$ cat src/rtl/bp_coh_bridge_pkg.sv
// ----------------------------------------------------------------------------
// bp_coh_bridge_pkg
//   Types and constants that the coherence-link credit bridge shares with the
//   pod that instantiates it.
//   - coh_noc_flit_width_p     : coherence NoC flit width used by the pod
//   - bp_coh_credits_default_p : default credits per direction (and inbound
//                                FIFO depth)
//   - bp_coh_ready_and_link_s  : ready_and link bundle {v, data, ready_and_rev}
//
//   The bridge top can be built with BP_COH_LINK_BRIDGE_STATS_EN defined to
//   add traffic/stall counters; this package does not change with it.
// ----------------------------------------------------------------------------

// Link declaration macro with the same field order as the BaseJump STL
// declare_bsg_ready_and_link_sif_s, so the packed layout of the link matches.
`ifndef BP_COH_DECLARE_READY_AND_LINK_SIF_S
`define BP_COH_DECLARE_READY_AND_LINK_SIF_S(width_mp, name_mp) \
  typedef struct packed {                                      \
    logic                v;                                    \
    logic [width_mp-1:0] data;                                 \
    logic                ready_and_rev;                        \
  } name_mp
`endif

package bp_coh_bridge_pkg;

  localparam int coh_noc_flit_width_p     = 128;
  localparam int bp_coh_credits_default_p = 4;

  `BP_COH_DECLARE_READY_AND_LINK_SIF_S(coh_noc_flit_width_p, bp_coh_ready_and_link_s);

endpackage

$ cat src/rtl/bp_coh_link_credit_fifo.sv
// ----------------------------------------------------------------------------
// bp_coh_link_credit_fifo
//   Inbound half of the credit bridge. It stores flits that arrive from the
//   far side and presents the oldest one to the tile as a ready_and source.
//   Every pop returns one credit to the far side, one cycle after the pop.
//
//   Ports
//     bp_clk_i, bp_reset_i : clock, asynchronous active-high reset
//     v_i, data_i          : inbound flit from the credit link (push)
//     ready_i              : tile-side ready_and (a pop happens when v_o & ready_i)
//     v_o, data_o          : FIFO head (data_o reads 0 while empty)
//     pop_o                : pop strobe for this cycle
//     credit_return_o      : registered single-cycle credit pulse, one per pop
// ----------------------------------------------------------------------------
module bp_coh_link_credit_fifo
  import bp_coh_bridge_pkg::*;
#(
  parameter int width_p = coh_noc_flit_width_p,
  parameter int els_p   = bp_coh_credits_default_p
) (
  input  logic               bp_clk_i,
  input  logic               bp_reset_i,
  input  logic               v_i,
  input  logic [width_p-1:0] data_i,
  input  logic               ready_i,
  output logic               v_o,
  output logic [width_p-1:0] data_o,
  output logic               pop_o,
  output logic               credit_return_o
);

  localparam int cnt_width_lp = $clog2(els_p + 1);
  localparam int ptr_width_lp = (els_p > 1) ? $clog2(els_p) : 1;
  localparam logic [cnt_width_lp-1:0] full_cnt_lp = cnt_width_lp'(els_p);
  localparam logic [ptr_width_lp-1:0] last_ptr_lp = ptr_width_lp'(els_p - 1);

  logic [width_p-1:0]      mem_q [els_p];
  logic [ptr_width_lp-1:0] rd_ptr_q, rd_ptr_d;
  logic [ptr_width_lp-1:0] wr_ptr_q, wr_ptr_d;
  logic [cnt_width_lp-1:0] count_q, count_d;
  logic                    credit_return_q;
  logic                    empty, full, push, pop;

  // Occupancy is tracked separately from the pointers, so all els_p slots are
  // usable and full/empty never alias.
  assign empty = (count_q == '0);
  assign full  = (count_q == full_cnt_lp);
  assign pop   = ~empty & ready_i;
  // A pop in the same cycle frees the head slot, so a push into a full FIFO
  // is accepted when it coincides with a pop.
  assign push  = v_i & (~full | pop);

  function automatic logic [ptr_width_lp-1:0] ptr_inc(input logic [ptr_width_lp-1:0] ptr);
    return (ptr == last_ptr_lp) ? '0 : ptr + ptr_width_lp'(1);
  endfunction

  always_comb begin
    // NOTE: every always_comb output gets a default first so that no path
    // through the block leaves it unassigned, which would infer a latch.
    rd_ptr_d = rd_ptr_q;
    wr_ptr_d = wr_ptr_q;
    count_d  = count_q;
    if (pop)  rd_ptr_d = ptr_inc(rd_ptr_q);
    if (push) wr_ptr_d = ptr_inc(wr_ptr_q);
    unique case ({push, pop})
      2'b10:   count_d = count_q + cnt_width_lp'(1);
      2'b01:   count_d = count_q - cnt_width_lp'(1);
      default: ;
    endcase
  end

  // NOTE: state registers use non-blocking assignments so that every flop
  // samples the pre-edge value of every other flop, whatever the block order.
  always_ff @(posedge bp_clk_i or posedge bp_reset_i) begin
    if (bp_reset_i) begin
      rd_ptr_q        <= '0;
      wr_ptr_q        <= '0;
      count_q         <= '0;
      credit_return_q <= 1'b0;
    end else begin
      rd_ptr_q        <= rd_ptr_d;
      wr_ptr_q        <= wr_ptr_d;
      count_q         <= count_d;
      credit_return_q <= pop;
    end
  end

  // NOTE: the storage array has no reset; the count and pointers define which
  // entries are live, and leaving the array plain lets it map to RAM/latches.
  always_ff @(posedge bp_clk_i) begin
    if (push) mem_q[wr_ptr_q] <= data_i;
  end

  assign v_o             = ~empty;
  assign data_o          = empty ? '0 : mem_q[rd_ptr_q];
  assign pop_o           = pop;
  assign credit_return_o = credit_return_q;

  // The far side may only send with a credit in hand; a push into a full
  // FIFO with no pop means it has lost track of its credits.
  inbound_overflow_a: assert property (@(posedge bp_clk_i) disable iff (bp_reset_i)
    !(v_i && full && !pop));

endmodule

$ cat src/rtl/bp_coh_link_credit_bridge.sv
// ----------------------------------------------------------------------------
// bp_coh_link_credit_bridge
//   Terminates one vertical end of a coherence NoC column. It turns the tile's
//   ready_and link into a registered valid/credit link that can cross a long
//   wire. The link is bidirectional.
//     outbound : link_i (ready_and) -> credit_v_o/credit_data_o, gated by a
//                credit counter that credit_return_i refills
//     inbound  : credit_v_i/credit_data_i -> FIFO -> link_o (ready_and),
//                and each pop returns a credit on credit_return_o
//
//   Ports
//     bp_clk_i, bp_reset_i : clock, asynchronous active-high reset
//     link_i               : {v, data, ready_and_rev} from the tile node
//     link_o               : {v, data, ready_and_rev} to the tile node
//     credit_v_o, credit_data_o : outbound flit, registered (latency 1)
//     credit_return_i      : one outbound credit returned by the far side
//     credit_v_i, credit_data_i : inbound flit
//     credit_return_o      : one inbound credit returned to the far side
//
//   Optional build macro BP_COH_LINK_BRIDGE_STATS_EN adds 32-bit wrapping
//   counters stat_out_flits_o, stat_in_flits_o and stat_stall_cycles_o.
// ----------------------------------------------------------------------------
module bp_coh_link_credit_bridge
  import bp_coh_bridge_pkg::*;
#(
  parameter int flit_width_p = coh_noc_flit_width_p,
  parameter int credits_p    = bp_coh_credits_default_p
) (
  input  logic                    bp_clk_i,
  input  logic                    bp_reset_i,
  input  logic [flit_width_p+1:0] link_i,
  output logic [flit_width_p+1:0] link_o,
  output logic                    credit_v_o,
  output logic [flit_width_p-1:0] credit_data_o,
  input  logic                    credit_return_i,
  input  logic                    credit_v_i,
  input  logic [flit_width_p-1:0] credit_data_i,
  output logic                    credit_return_o
`ifdef BP_COH_LINK_BRIDGE_STATS_EN
  ,
  output logic [31:0]             stat_out_flits_o,
  output logic [31:0]             stat_in_flits_o,
  output logic [31:0]             stat_stall_cycles_o
`endif
);

  localparam int credit_cnt_width_lp = $clog2(credits_p + 1);
  localparam logic [credit_cnt_width_lp-1:0] credits_full_lp = credit_cnt_width_lp'(credits_p);

  // Link field split: {v, data, ready_and_rev}.
  logic                    link_v_li, link_ready_li;
  logic [flit_width_p-1:0] link_data_li;
  assign link_v_li     = link_i[flit_width_p+1];
  assign link_data_li  = link_i[flit_width_p:1];
  assign link_ready_li = link_i[0];

  // ---------------- outbound: ready_and -> valid/credit ----------------
  logic [credit_cnt_width_lp-1:0] cnt_q, cnt_d;
  logic                           out_v_q;
  logic [flit_width_p-1:0]        out_data_q;
  logic                           ready_lo, accept;

  // Ready depends only on the counter (never on link_i.v), so the tile sees no
  // combinational loop. It is held low during reset, when the counter already
  // holds its full value.
  assign ready_lo = (cnt_q != '0) & ~bp_reset_i;
  assign accept   = link_v_li & ready_lo;

  always_comb begin
    cnt_d = cnt_q;
    unique case ({accept, credit_return_i})
      2'b10:   cnt_d = cnt_q - credit_cnt_width_lp'(1);
      // A return into a full counter is a far-side protocol error; saturate.
      2'b01:   if (cnt_q != credits_full_lp) cnt_d = cnt_q + credit_cnt_width_lp'(1);
      default: ;
    endcase
  end

  always_ff @(posedge bp_clk_i or posedge bp_reset_i) begin
    if (bp_reset_i) begin
      cnt_q      <= credits_full_lp;
      out_v_q    <= 1'b0;
      out_data_q <= '0;
    end else begin
      cnt_q   <= cnt_d;
      out_v_q <= accept;
      // Data holds its last value between flits, so only load on accept.
      if (accept) out_data_q <= link_data_li;
    end
  end

  assign credit_v_o    = out_v_q;
  assign credit_data_o = out_data_q;

  credit_overflow_a: assert property (@(posedge bp_clk_i) disable iff (bp_reset_i)
    !(credit_return_i && !accept && cnt_q == credits_full_lp));

  // ---------------- inbound: valid/credit -> ready_and ----------------
  logic                    fifo_v_lo;
  logic [flit_width_p-1:0] fifo_data_lo;
`ifdef BP_COH_LINK_BRIDGE_STATS_EN
  logic                    fifo_pop_lo;
`endif

  bp_coh_link_credit_fifo #(
    .width_p (flit_width_p),
    .els_p   (credits_p)
  ) inbound_fifo (
    .bp_clk_i        (bp_clk_i),
    .bp_reset_i      (bp_reset_i),
    .v_i             (credit_v_i),
    .data_i          (credit_data_i),
    .ready_i         (link_ready_li),
    .v_o             (fifo_v_lo),
    .data_o          (fifo_data_lo),
`ifdef BP_COH_LINK_BRIDGE_STATS_EN
    .pop_o           (fifo_pop_lo),
`else
    .pop_o           (),
`endif
    .credit_return_o (credit_return_o)
  );

  assign link_o = {fifo_v_lo, fifo_data_lo, ready_lo};

`ifdef BP_COH_LINK_BRIDGE_STATS_EN
  // ---------------- traffic / stall statistics ----------------
  logic [31:0] stat_out_q, stat_in_q, stat_stall_q;

  always_ff @(posedge bp_clk_i or posedge bp_reset_i) begin
    if (bp_reset_i) begin
      stat_out_q   <= '0;
      stat_in_q    <= '0;
      stat_stall_q <= '0;
    end else begin
      if (accept)                       stat_out_q   <= stat_out_q + 32'd1;
      if (fifo_pop_lo)                  stat_in_q    <= stat_in_q + 32'd1;
      if (link_v_li && (cnt_q == '0))   stat_stall_q <= stat_stall_q + 32'd1;
    end
  end

  assign stat_out_flits_o    = stat_out_q;
  assign stat_in_flits_o     = stat_in_q;
  assign stat_stall_cycles_o = stat_stall_q;
`endif

endmodule

$ cat config.mk
export PLATFORM = sky130hd
export DESIGN_NAME = bp_coh_link_credit_bridge
export DESIGN_NICKNAME = d
export VERILOG_FILES = /design/src/rtl/bp_coh_bridge_pkg.sv /design/src/rtl/bp_coh_link_credit_fifo.sv /design/src/rtl/bp_coh_link_credit_bridge.sv
export SDC_FILE = /design/constraint.sdc
export NUM_CORES = 1
export LEC_CHECK = 0
export ABC_AREA = 1
export CAP_MARGIN = 20
export CORE_MARGIN = 4
export CORE_UTILIZATION = 50
export DETAILED_ROUTE_END_ITERATION = 10
export PLACE_DENSITY = 0.78
export SYNTH_ARGS = -nofsm -noshare
export SYNTH_HDL_FRONTEND = slang
export SYNTH_HIERARCHICAL = 1
export SYNTH_SLANG_ARGS = --single-unit
$ cat constraint.sdc
create_clock -name bp_clk_i -period 8.22 [get_ports bp_clk_i]
set_input_delay 1.644 -clock bp_clk_i [delete_from_list [all_inputs] [get_ports bp_clk_i]]
set_output_delay 1.644 -clock bp_clk_i [all_outputs]
set_load 0.01 [all_outputs]
== Word-level counts from Yosys, hierarchy flattened ==
Memories as Yosys holds them, arrays and structs flattened.
Index checks and enable logic that the tools add are counted.

* Add/sub/neg operators: 6
* Equality and inequality tests: 9
* Mux-type cells: 8
* Bitwise logic cells: 8
* Reduce and logical (&&, ||, !) cells: 5

{| class="wikitable"
|+ Operator list
! cell !! count
|-
| 128-bit 2-to-1 mux || 1
|-
| 3-bit one-hot mux with 2 select lines || 2
|-
| 2-bit equality test (second input constant) || 4
|-
| 3-bit by 1-bit adder with 3-bit output (second input constant) || 2
|-
| 3-bit by 1-bit subtractor with 3-bit output (second input constant) || 2
|-
| 2-bit by 1-bit adder with 2-bit output (second input constant) || 2
|-
| 1-bit AND || 4
|-
| 2-bit by 1-bit equality test with 1-bit output (second input constant) || 2
|-
| 2-bit 2-to-1 mux || 2
|-
| 2-bit nonzero test || 2
|-
| 3-bit equality test (second input constant) || 1
|-
| 3-bit logical NOT || 1
|-
| 3-bit 2-to-1 mux || 1
|-
| 3-bit != test (second input constant) || 1
|-
| 1-bit NOT || 3
|-
| 3-bit nonzero test || 1
|-
| 1-bit 2-to-1 mux || 2
|-
| 2-bit != test (second input constant) || 1
|-
| 2-bit AND reduction || 1
|-
| 1-bit bitwise OR || 1
|}

* Bits in registers: 140
* Bits in writable memories: 512
* Output and inout port bits: 260
* Memories: 1

{| class="wikitable"
|+ Memory list
! name !! words !! width !! read ports !! clocked after memory_dff !! wr ports !! line !! RTL
|-
| inbound_fifo.mem_q || 4 || 128 || 1 || 0 || 1 || bp_coh_link_credit_fifo.sv:37 || <nowiki>logic [width_p-1:0] mem_q [els_p];</nowiki>
|}

== Longest topological paths before layout ==
Gate-level depths: netlist (run 1).

* Depth after elaboration: 7
* Depth in mapped cells: 9

== Modules after synthesis ==
The synthesis (run 1) kept the hierarchy.

{| class="wikitable"
|+ By module, submodules not included
! module !! instances !! cells an instance !! area an instance (um^2) !! seq. area each (um^2)
|-
| bp_coh_link_credit_fifo || 1 || 1,570 || 20,383.3 || 15,574.9
|-
| bp_coh_link_credit_bridge || 1 || 571 || 5,092.4 || 3,304.4
|}

== Worst setup path before layout (run 1) ==
Ideal clock, no wire load.

* Path type: input to register
* From: input port link_i[0]
* To: memory inbound_fifo/mem_q[0][0] (netlist bit), enable pin
* Setup time: 0.617 ns
* Arrival time: 7.071 ns
* Required time: 7.603 ns
* Path slack: 0.533 ns
* Stages: 2
* Cells stage by stage: o21ai_2 -> nor2_1

* Cells in the longest elaborated chain, start to end: 5

{| class="wikitable"
|+ Ends and longest elaborated chain
! element !! line !! RTL
|-
| from (decl) || bp_coh_link_credit_bridge.sv:31 || <nowiki>input logic [flit_width_p+1:0] link_i,</nowiki>
|-
| 1-bit AND || bp_coh_link_credit_fifo.sv:48 || <nowiki>assign pop = ~empty & ready_i;</nowiki>
|-
| 1-bit bitwise OR || bp_coh_link_credit_fifo.sv:51 || <nowiki>assign push = v_i & (~full | pop);</nowiki>
|-
| 1-bit AND || bp_coh_link_credit_fifo.sv:51 ||
|-
| 1-bit 2-to-1 mux || bp_coh_link_credit_fifo.sv:91 || <nowiki>if (push) mem_q[wr_ptr_q] <= data_i;</nowiki>
|-
| 1-bit 2-to-1 mux (not written as such) || bp_coh_link_credit_fifo.sv:91 ||
|-
| to (decl) || bp_coh_link_credit_fifo.sv:37 ||
|}

Every way passes these cells.

== Worst setup path in the final report (run 1) ==
* From: register inbound_fifo.rd_ptr_q[1]
* To: output port link_o[30]

* Cells in the longest elaborated chain, start to end: 2

{| class="wikitable"
|+ Ends and longest elaborated chain
! element !! line !! RTL
|-
| from (decl) || bp_coh_link_credit_fifo.sv:38 || <nowiki>logic [ptr_width_lp-1:0] rd_ptr_q, rd_ptr_d;</nowiki>
|-
| from (signal assigned) || bp_coh_link_credit_fifo.sv:81 || <nowiki>rd_ptr_q <= rd_ptr_d;</nowiki>
|-
| memory 4 x 128 bit || - ||
|-
| 128-bit 2-to-1 mux || bp_coh_link_credit_fifo.sv:95 || <nowiki>assign data_o = empty ? '0 : mem_q[rd_ptr_q];</nowiki>
|-
| to (decl) || bp_coh_link_credit_bridge.sv:32 || <nowiki>output logic [flit_width_p+1:0] link_o,</nowiki>
|}

Every way passes these cells.

==> summary.txt, run 1 <==
Critical path
  • CP Cell Sequence: inv_4, buf_4, nor2_1, o21ai_0, a21oi_1, clkdlybuf4s50_1
  • Critical path's slowest cell: dfrtp_4
  • Slowest cell delay on critical path: roughly 1.1 ns
  • CP Launch Type: flop
  • WP data arrival: 4.19 ns
  • Worst setup EP type: primary output
  • WS Path Type: flop to primary output
  • Data required, critical path: around 6.6 ns
  • CP Max Fanout: 80

Detailed routing
  • Vias per inst: about 5.4
  • Final wirelength: around 70,000 µm
  • Initial DRC count: ~1,700
  • Post-DRT Antenna Nets: 0
  • Via count: between 15,000 and 20,000
  • WL per Instance: slightly above 20 µm
  • Drt drc: 0
  • Detailed Routing Iterations Pass 1: 5

Timing
  • FMAX: 0.172 GHz
  • Period utilization: 0.709
  • Slew @ Worst Pin: 1.06 ns
  • Final worst slack: approximately 2.4 ns
  • Final Hold Vio Count: 0
  • Skew final: 0.0199 ns
  • RSZ-0062 raised after global routing: no
  • Headroom to the max-slew limit: 0.296
  • Setup violators final: 0
  • Setup TNS: 0 ns
  • Fin crit period: slightly below 6 ns
  • Slew Limit Fails: 0

Yosys
  • Syn Area/Cell: between 10 and 15 µm²
  • Net Count, Synth: between 2,000 and 2,500
  • Mapped Area: approximately 25,000 µm²
  • Syn Inst Count: ~2,100
  • Synth unique cells: 27
  • Sequential area share after synthesis: 0.741
  • YS warnings: 6
  • Yosys reg bits: ~650

CTS
  • Clock slew at reported path FFs: 0.06 ns
  • CTS tree: done
  • Post-cts resize count: 0
  • H-tree depth: 3
  • Worst-skew pair later-pin latency: approximately 0.6 ns
  • Setup bufs post-CTS: 0
  • Clock Path Buffers: 3
  • Clk Tree Root Cell: clkbuf_16
  • Clock sink total: roughly 650
  • Hold buffer count at CTS: 0
  • CTS Buf Count: 66

Power
  • Tot Pwr: between 10,000 and 15,000 µW
  • Switching power: 4360 µW
  • Leak pwr: about 0.012 µW
  • Clock Power Share: 0.227
  • Net Sw Frac: 0.348
  • Combinational cell fraction of total power: 0.392
  • P_int: 8170 µW
  • Share of total power in sequential cells: 0.381
  • Pwr Density: approximately 380 nW/µm²
  • Peak VDD IR: about 0.28 mV

Place
  • Post-DP HPWL: approximately 43,000 µm
  • # port buffers: 521
  • Place WS: 2.96 ns
  • Placer Congestion: 0.851
  • Post-DP Area: 30,900 µm²

Global routing
  • First-pass GRT wire length: ~100,000 µm
  • Vias in the first global route: between 15,000 and 20,000
  • Total track usage: 0.244
  • Overflow after GRT: 0
  • Initial antenna violation count: 33
  • Largest net degree at the start of global routing: 195

Outcome
  • Outcome: finished, final reports clean

Floorplanning
  • Core area: between 50,000 and 60,000 µm²
  • Ports: about 520
  • Row cnt: 82
  • Die width: approximately 230 µm
  • Die Span Y: between 200 and 250 µm
  • Die Footprint: roughly 55,000 µm²
  • Starting Density: 0.507

Layout
  • Fillers: 3,544
  • Finished layout cell area: between 30,000 and 40,000 µm²
  • Multi-input logic area: between 5000 and 6000 µm²
  • Area grow syn2layout: 29.7%
  • Final core utilization: 0.657
  • Reg area: between 15,000 and 20,000 µm²
  • Layout cells sized above 1: 0.0457
  • Nets: between 2,000 and 3,000

Hold path
  • Worst hold path class: flop to flop

Job
  • Max-Cap Viols: 0
## flip-flops by register name, indices dropped and copies added, names as in the netlist
| signal | flops |
|---|---|
| inbound_fifo/count_q | 3 |
| cnt_q | 3 |
| inbound_fifo/mem_q | 512 |
| credit_v_o | 1 |
| inbound_fifo/wr_ptr_q | 2 |
| credit_data_o | 128 |
| inbound_fifo/rd_ptr_q | 2 |
| inbound_fifo/credit_return_o | 1 |
## area by class of cell
type,instances,share of cell area
clock inverters,30,0.00678
well taps,672,0.0254
flip-flops and latches,652,0.572
multi-input cells,1337,0.172
diodes,26,0.00197
repair buffers,537,0.164
clock buffers,90,0.0553
inverters,23,0.00314
## placed cells by master (no fill, tap or decap), drive strengths merged, types with 22 or more instances in the layout
cell type	count
inv	29
edfxtp	512
clkdlybuf4s50	521
diode	26
clkinv	22
nor2	520
dfrtp	139
clkbuf	90
nand2	404
a21oi	131
o21ai	260
## cells by family (layout without fill, tap and decap cells)
group	after synthesis	count (layout)	synth area share
XOR/XNOR	2	2	0.000688
adder cells (fa/ha/maj)	7	7	0.00403
other	0	26	0
buffers and inverters	152	680	0.0379
AO/OA/AOI/OAI	391	391	0.0770
flip-flops	652	652	0.741
AND/OR/NAND/NOR	937	937	0.139
## worst paths after layout
path	from	end	slack, ns	cells past startpoint
worst max-delay path	inbound_fifo/rd_ptr_q[1]	link_o[30]	2.39	6
worst min-delay path	credit_data_o[1]	credit_data_o[1]	0.47	2
worst max register to register	cnt_q[2]	credit_data_o[7]	5.50	7
worst min register to register	credit_data_o[1]	credit_data_o[1]	0.47	2
max in group asynchronous	bp_reset_i	credit_data_o[1]	5.20	3
min in group asynchronous	bp_reset_i	inbound_fifo/rd_ptr_q[0]	1.63	2
## per-layer routing
layer	part of all wire	up-vias	GRT usage
li1	-	8292	-
met1	0.36	8786	0.279
met2	0.51	815	0.412
met3	0.099	139	0.0785
met4	0.030	12	0.127
met5	0.0012	-	0
## power groups by stage
| stage | combinational, µW | clock, µW | sequential (µW) |
|---|---|---|---|
| after global placement | 4790 | 0 | 4800 |
| after floorplan | 2450 | 0 | 4900 |
| after global routing | 5330 | 3030 | 4850 |
| after detailed placement | 4890 | 0 | 4840 |
| final | 4910 | 2840 | 4780 |
| after CTS | 4930 | 2890 | 4780 |
## metrics by stage
| step | hold slack [ns] | instances |
|---|---|---|
| floorplan | 0.456 | 2141 |
| finish | 0.473 | 3367 |
| global route | 0.499 | 3364 |
| detailed placement | 0.464 | 3220 |
| CTS | 0.480 | 3340 |
| global placement | 0.460 | 3218 |
## critical path, delay by kind of cell, from the launching register on
kind	cells	cell delay, ns
compound gates	2	0.43
buf+inv	3	1.77
flops	1	1.09
simple gates	1	0.18
## cell usage after synthesis
library cell	instances	area [µm²]
o21ai_1	4	20.0
buf_1	7	26.3
inv_1	20	75.1
nor2_2	1	6.26
inv_2	3	11.3
nand3_1	7	35.0
dfstp_2	1	26.3
buf_2	42	210
a21oi_1	131	656
nand3b_1	1	7.51
buf_4	26	195
xor2_1	2	17.5
clkbuf_1	3	11.3
nand4_1	4	25.0
edfxtp_1	512	15400
o21ai_2	1	8.76
nand3_2	1	10.0
nand2_2	1	6.26
clkbuf_2	23	115
clkbuf_8	2	27.5
fa_1	2	40.0
buf_6	26	293
dfrtp_1	139	3480
o21ai_0	255	1280
nor2_1	519	1950
nand2_1	403	1510
ha_1	5	62.6
Power figures use the tool's default switching activity.
==> run 2, diff against run 1 <==
==> constraint.sdc (replaced) <==
create_clock -name bp_clk_i -period 5.4 [get_ports bp_clk_i]
set_input_delay 1.08 -clock bp_clk_i [delete_from_list [all_inputs] [get_ports bp_clk_i]]
set_output_delay 1.08 -clock bp_clk_i [all_outputs]
set_load 0.01 [all_outputs]
==> run 2 against run 1 <==
Global-route usage is 0.24 points lower; worst hold slack better by 0.0051 ns; wire length is 0.95% lower; register-to-register slack worse by 2.7 ns.
==> summary.txt, run 2 (same netlist as run 1, synthesis figures left out) <==
Global routing
  • Total track usage: 0.242 (-0.00242)
  • Initial antenna violation count: 30 (-9.1%)
  • Overflow after GRT: 0 (unchanged)
  • First-pass GRT wire length: 101,000 µm (-0.46%)
  • Largest net degree at the start of global routing: 187 (-4.1%)
  • Vias in the first global route: 17,900 (+0.82%)

Detailed routing
  • Detailed Routing Iterations Pass 1: 6 (+1)
  • Drt drc: 0 (unchanged)
  • Initial DRC count: 1,545 (-9.8%)
  • Via count: 18,000 (-0.40%)
  • Vias per inst: 5.35 (-0.19%)
  • Final wirelength: 69,100 µm (-0.95%)
  • Post-DRT Antenna Nets: 0 (unchanged)
  • WL per Instance: 20.6 µm (-0.74%)

Critical path
  • Worst setup EP type: primary output
  • Critical path's slowest cell: dfrtp_4
  • WS Path Type: flop to primary output
  • CP Max Fanout: 186 (+130%)
  • Data required, critical path: 4.32 ns (-2.26 ns)
  • CP Launch Type: flop
  • CP Cell Sequence: buf_12, nor2_1, nor2_1, o21ai_0, a21oi_1, clkdlybuf4s50_1
  • Slowest cell delay on critical path: 0.96 ns (-0.13 ns)
  • WP data arrival: 3.75 ns (-0.44 ns)
  • Cell mode on critical path: nor2_1

Place
  • # port buffers: 521 (unchanged)
  • Post-DP HPWL: 43,500 µm (+0.16%)
  • Placed cell count: 3,231 (+0.34%)
  • Placer Congestion: 0.851 (about the same)
  • Place WS: 1.29 ns (-1.67 ns)
  • Post-DP Area: 31,000 µm² (+0.45%)

Timing
  • Slew @ Worst Pin: 1.12 ns (+0.0664 ns)
  • Slew Limit Fails: 0 (unchanged)
  • FMAX: 0.207 GHz
  • Final Hold Vio Count: 0 (unchanged)
  • Setup violators final: 0 (unchanged)
  • Skew final: 0.0332 ns (+0.0134 ns)
  • Final worst slack: 0.567 ns (-1.82 ns)
  • RSZ-0062 raised after global routing: no
  • Period utilization: 0.895
  • Fin crit period: 4.83 ns
  • Headroom to the max-slew limit: 0.252 (-0.0443)
  • Fin Hold WS: 0.478 ns (+0.00509 ns)

Job
  • Max-Cap Viols: 0 (unchanged)

CTS
  • Clock Path Buffers: 3 (unchanged)
  • Clk Tree Root Cell: clkbuf_16
  • Post-cts resize count: 0 (unchanged)
  • Setup bufs post-CTS: 0 (unchanged)
  • CTS tree: done
  • CTS Buf Count: 61 (-7.6%)
  • Worst-skew pair later-pin latency: 0.62 ns (+0.02 ns)
  • H-tree depth: 2 (-1)
  • Hold buffer count at CTS: 0 (unchanged)
  • Clock slew at reported path FFs: 0.06 ns (about the same)
  • Clock sink total: 652 (unchanged)

Layout
  • Reg area: 18,900 µm² (unchanged)
  • Reg with most FFs: inbound_fifo/mem_q
  • Nets: 2,891 (+0.17%)
  • Max reg flops: 512 (unchanged)
  • Non-Filler Instances: 3,360 (-0.21%)
  • Commonest non-fill, non-tap cells in the layout: clkdlybuf4s50_1, nor2_1, edfxtp_1
  • Area grow syn2layout: 29.4%
  • Most common cell after layout, fill and taps aside: clkdlybuf4s50_1
  • Finished layout cell area: 33,000 µm² (-0.24%)
  • Fillers: 3,648 (+2.9%)
  • Multi-input logic area: 5670 µm² (unchanged)
  • Layout cells sized above 1: 0.0472 (+0.00146)

Power
  • Switching power: 6560 µW (+50%)
  • Pwr Density: 572 nW/µm² (+51%)
  • Net Sw Frac: 0.348 (about the same)
  • Share of total power in sequential cells: 0.382 (about the same)
  • Peak VDD IR: 0.446 mV (+57%)
  • Tot Pwr: 18,900 µW (+50%)
  • Clock Power Share: 0.214 (-0.013)
  • Combinational cell fraction of total power: 0.404 (+0.012)
  • P_int: 12,300 µW (+50%)
  • Leak pwr: 0.0123 µW (-0.15%)

Floorplanning
  • Die width: 234 µm (unchanged)
  • Row cnt: 82 (unchanged)
  • Die Footprint: 54,600 µm² (unchanged)
  • Ports: 522 (unchanged)
  • Starting Density: 0.507 (unchanged)
  • Core area: 50,300 µm² (unchanged)
  • Die Span Y: 234 µm (unchanged)

Hold path
  • Worst hold path class: flop to flop

Outcome
  • Outcome: finished, final reports clean
==> run 2: worst paths after layout <==
path | to | from | cells past startpoint | slack, ns
setup / recovery | link_o[42] | inbound_fifo/rd_ptr_q[0] | 6 | 0.57
hold / removal | credit_data_o[114] | credit_data_o[114] | 2 | 0.48
setup reg to reg | cnt_q[0] | cnt_q[0] | 7 | 2.78
hold reg to reg | credit_data_o[114] | credit_data_o[114] | 2 | 0.48
max in group asynchronous | credit_data_o[34] | bp_reset_i | 3 | 2.95
min in group asynchronous | inbound_fifo/rd_ptr_q[0] | bp_reset_i | 2 | 1.03
==> run 2: power groups by stage <==
stage | registers, µW | clock network, µW | logic, µW
6_report | 7200 | 4040 | 7620
5_1_grt | 7310 | 4320 | 8260
4_1_cts | 7200 | 4100 | 7680
3_5_place_dp | 7290 | 0 | 7600
3_3_place_gp | 7230 | 0 | 7480
2_1_floorplan | 7460 | 0 | 3730
==> run 2: final cells by class <==
| class | count | area share |
|---|---|---|
| Clock inverter | 18 | 0.00436 |
| Multi-Input combinational cell | 1337 | 0.172 |
| Sequential cell | 652 | 0.573 |
| Antenna cell | 17 | 0.00129 |
| Inverter | 23 | 0.00315 |
| Tap cell | 672 | 0.0255 |
| Timing Repair Buffer | 547 | 0.168 |
| Clock buffer | 94 | 0.0527 |
==> run 2: layer usage <==
layer / global-route usage / part of all wire
met1: 0.273 / 0.36
met2: 0.420 / 0.52
met3: 0.0791 / 0.093
met4: 0.108 / 0.031
met5: 0 / 0.0024
==> run 2: per-stage QoR <==
stage / utilization / setup TNS, ns
finish: 0.656 / 0
global route: 0.656 / 0
CTS: 0.655 / 0
detailed placement: 0.617 / 0
global placement: 0.617 / 0
floorplan: - / -882.32
==> run 2: worst max-delay path: cells and delay by family (launching register included) <==
kind | cells | cell delay (ns)
and+or+nand+nor | 2 | 0.25
DFF | 1 | 0.96
AOI/OAI and AO/OA | 2 | 0.33
buffers and inverters | 2 | 1.13
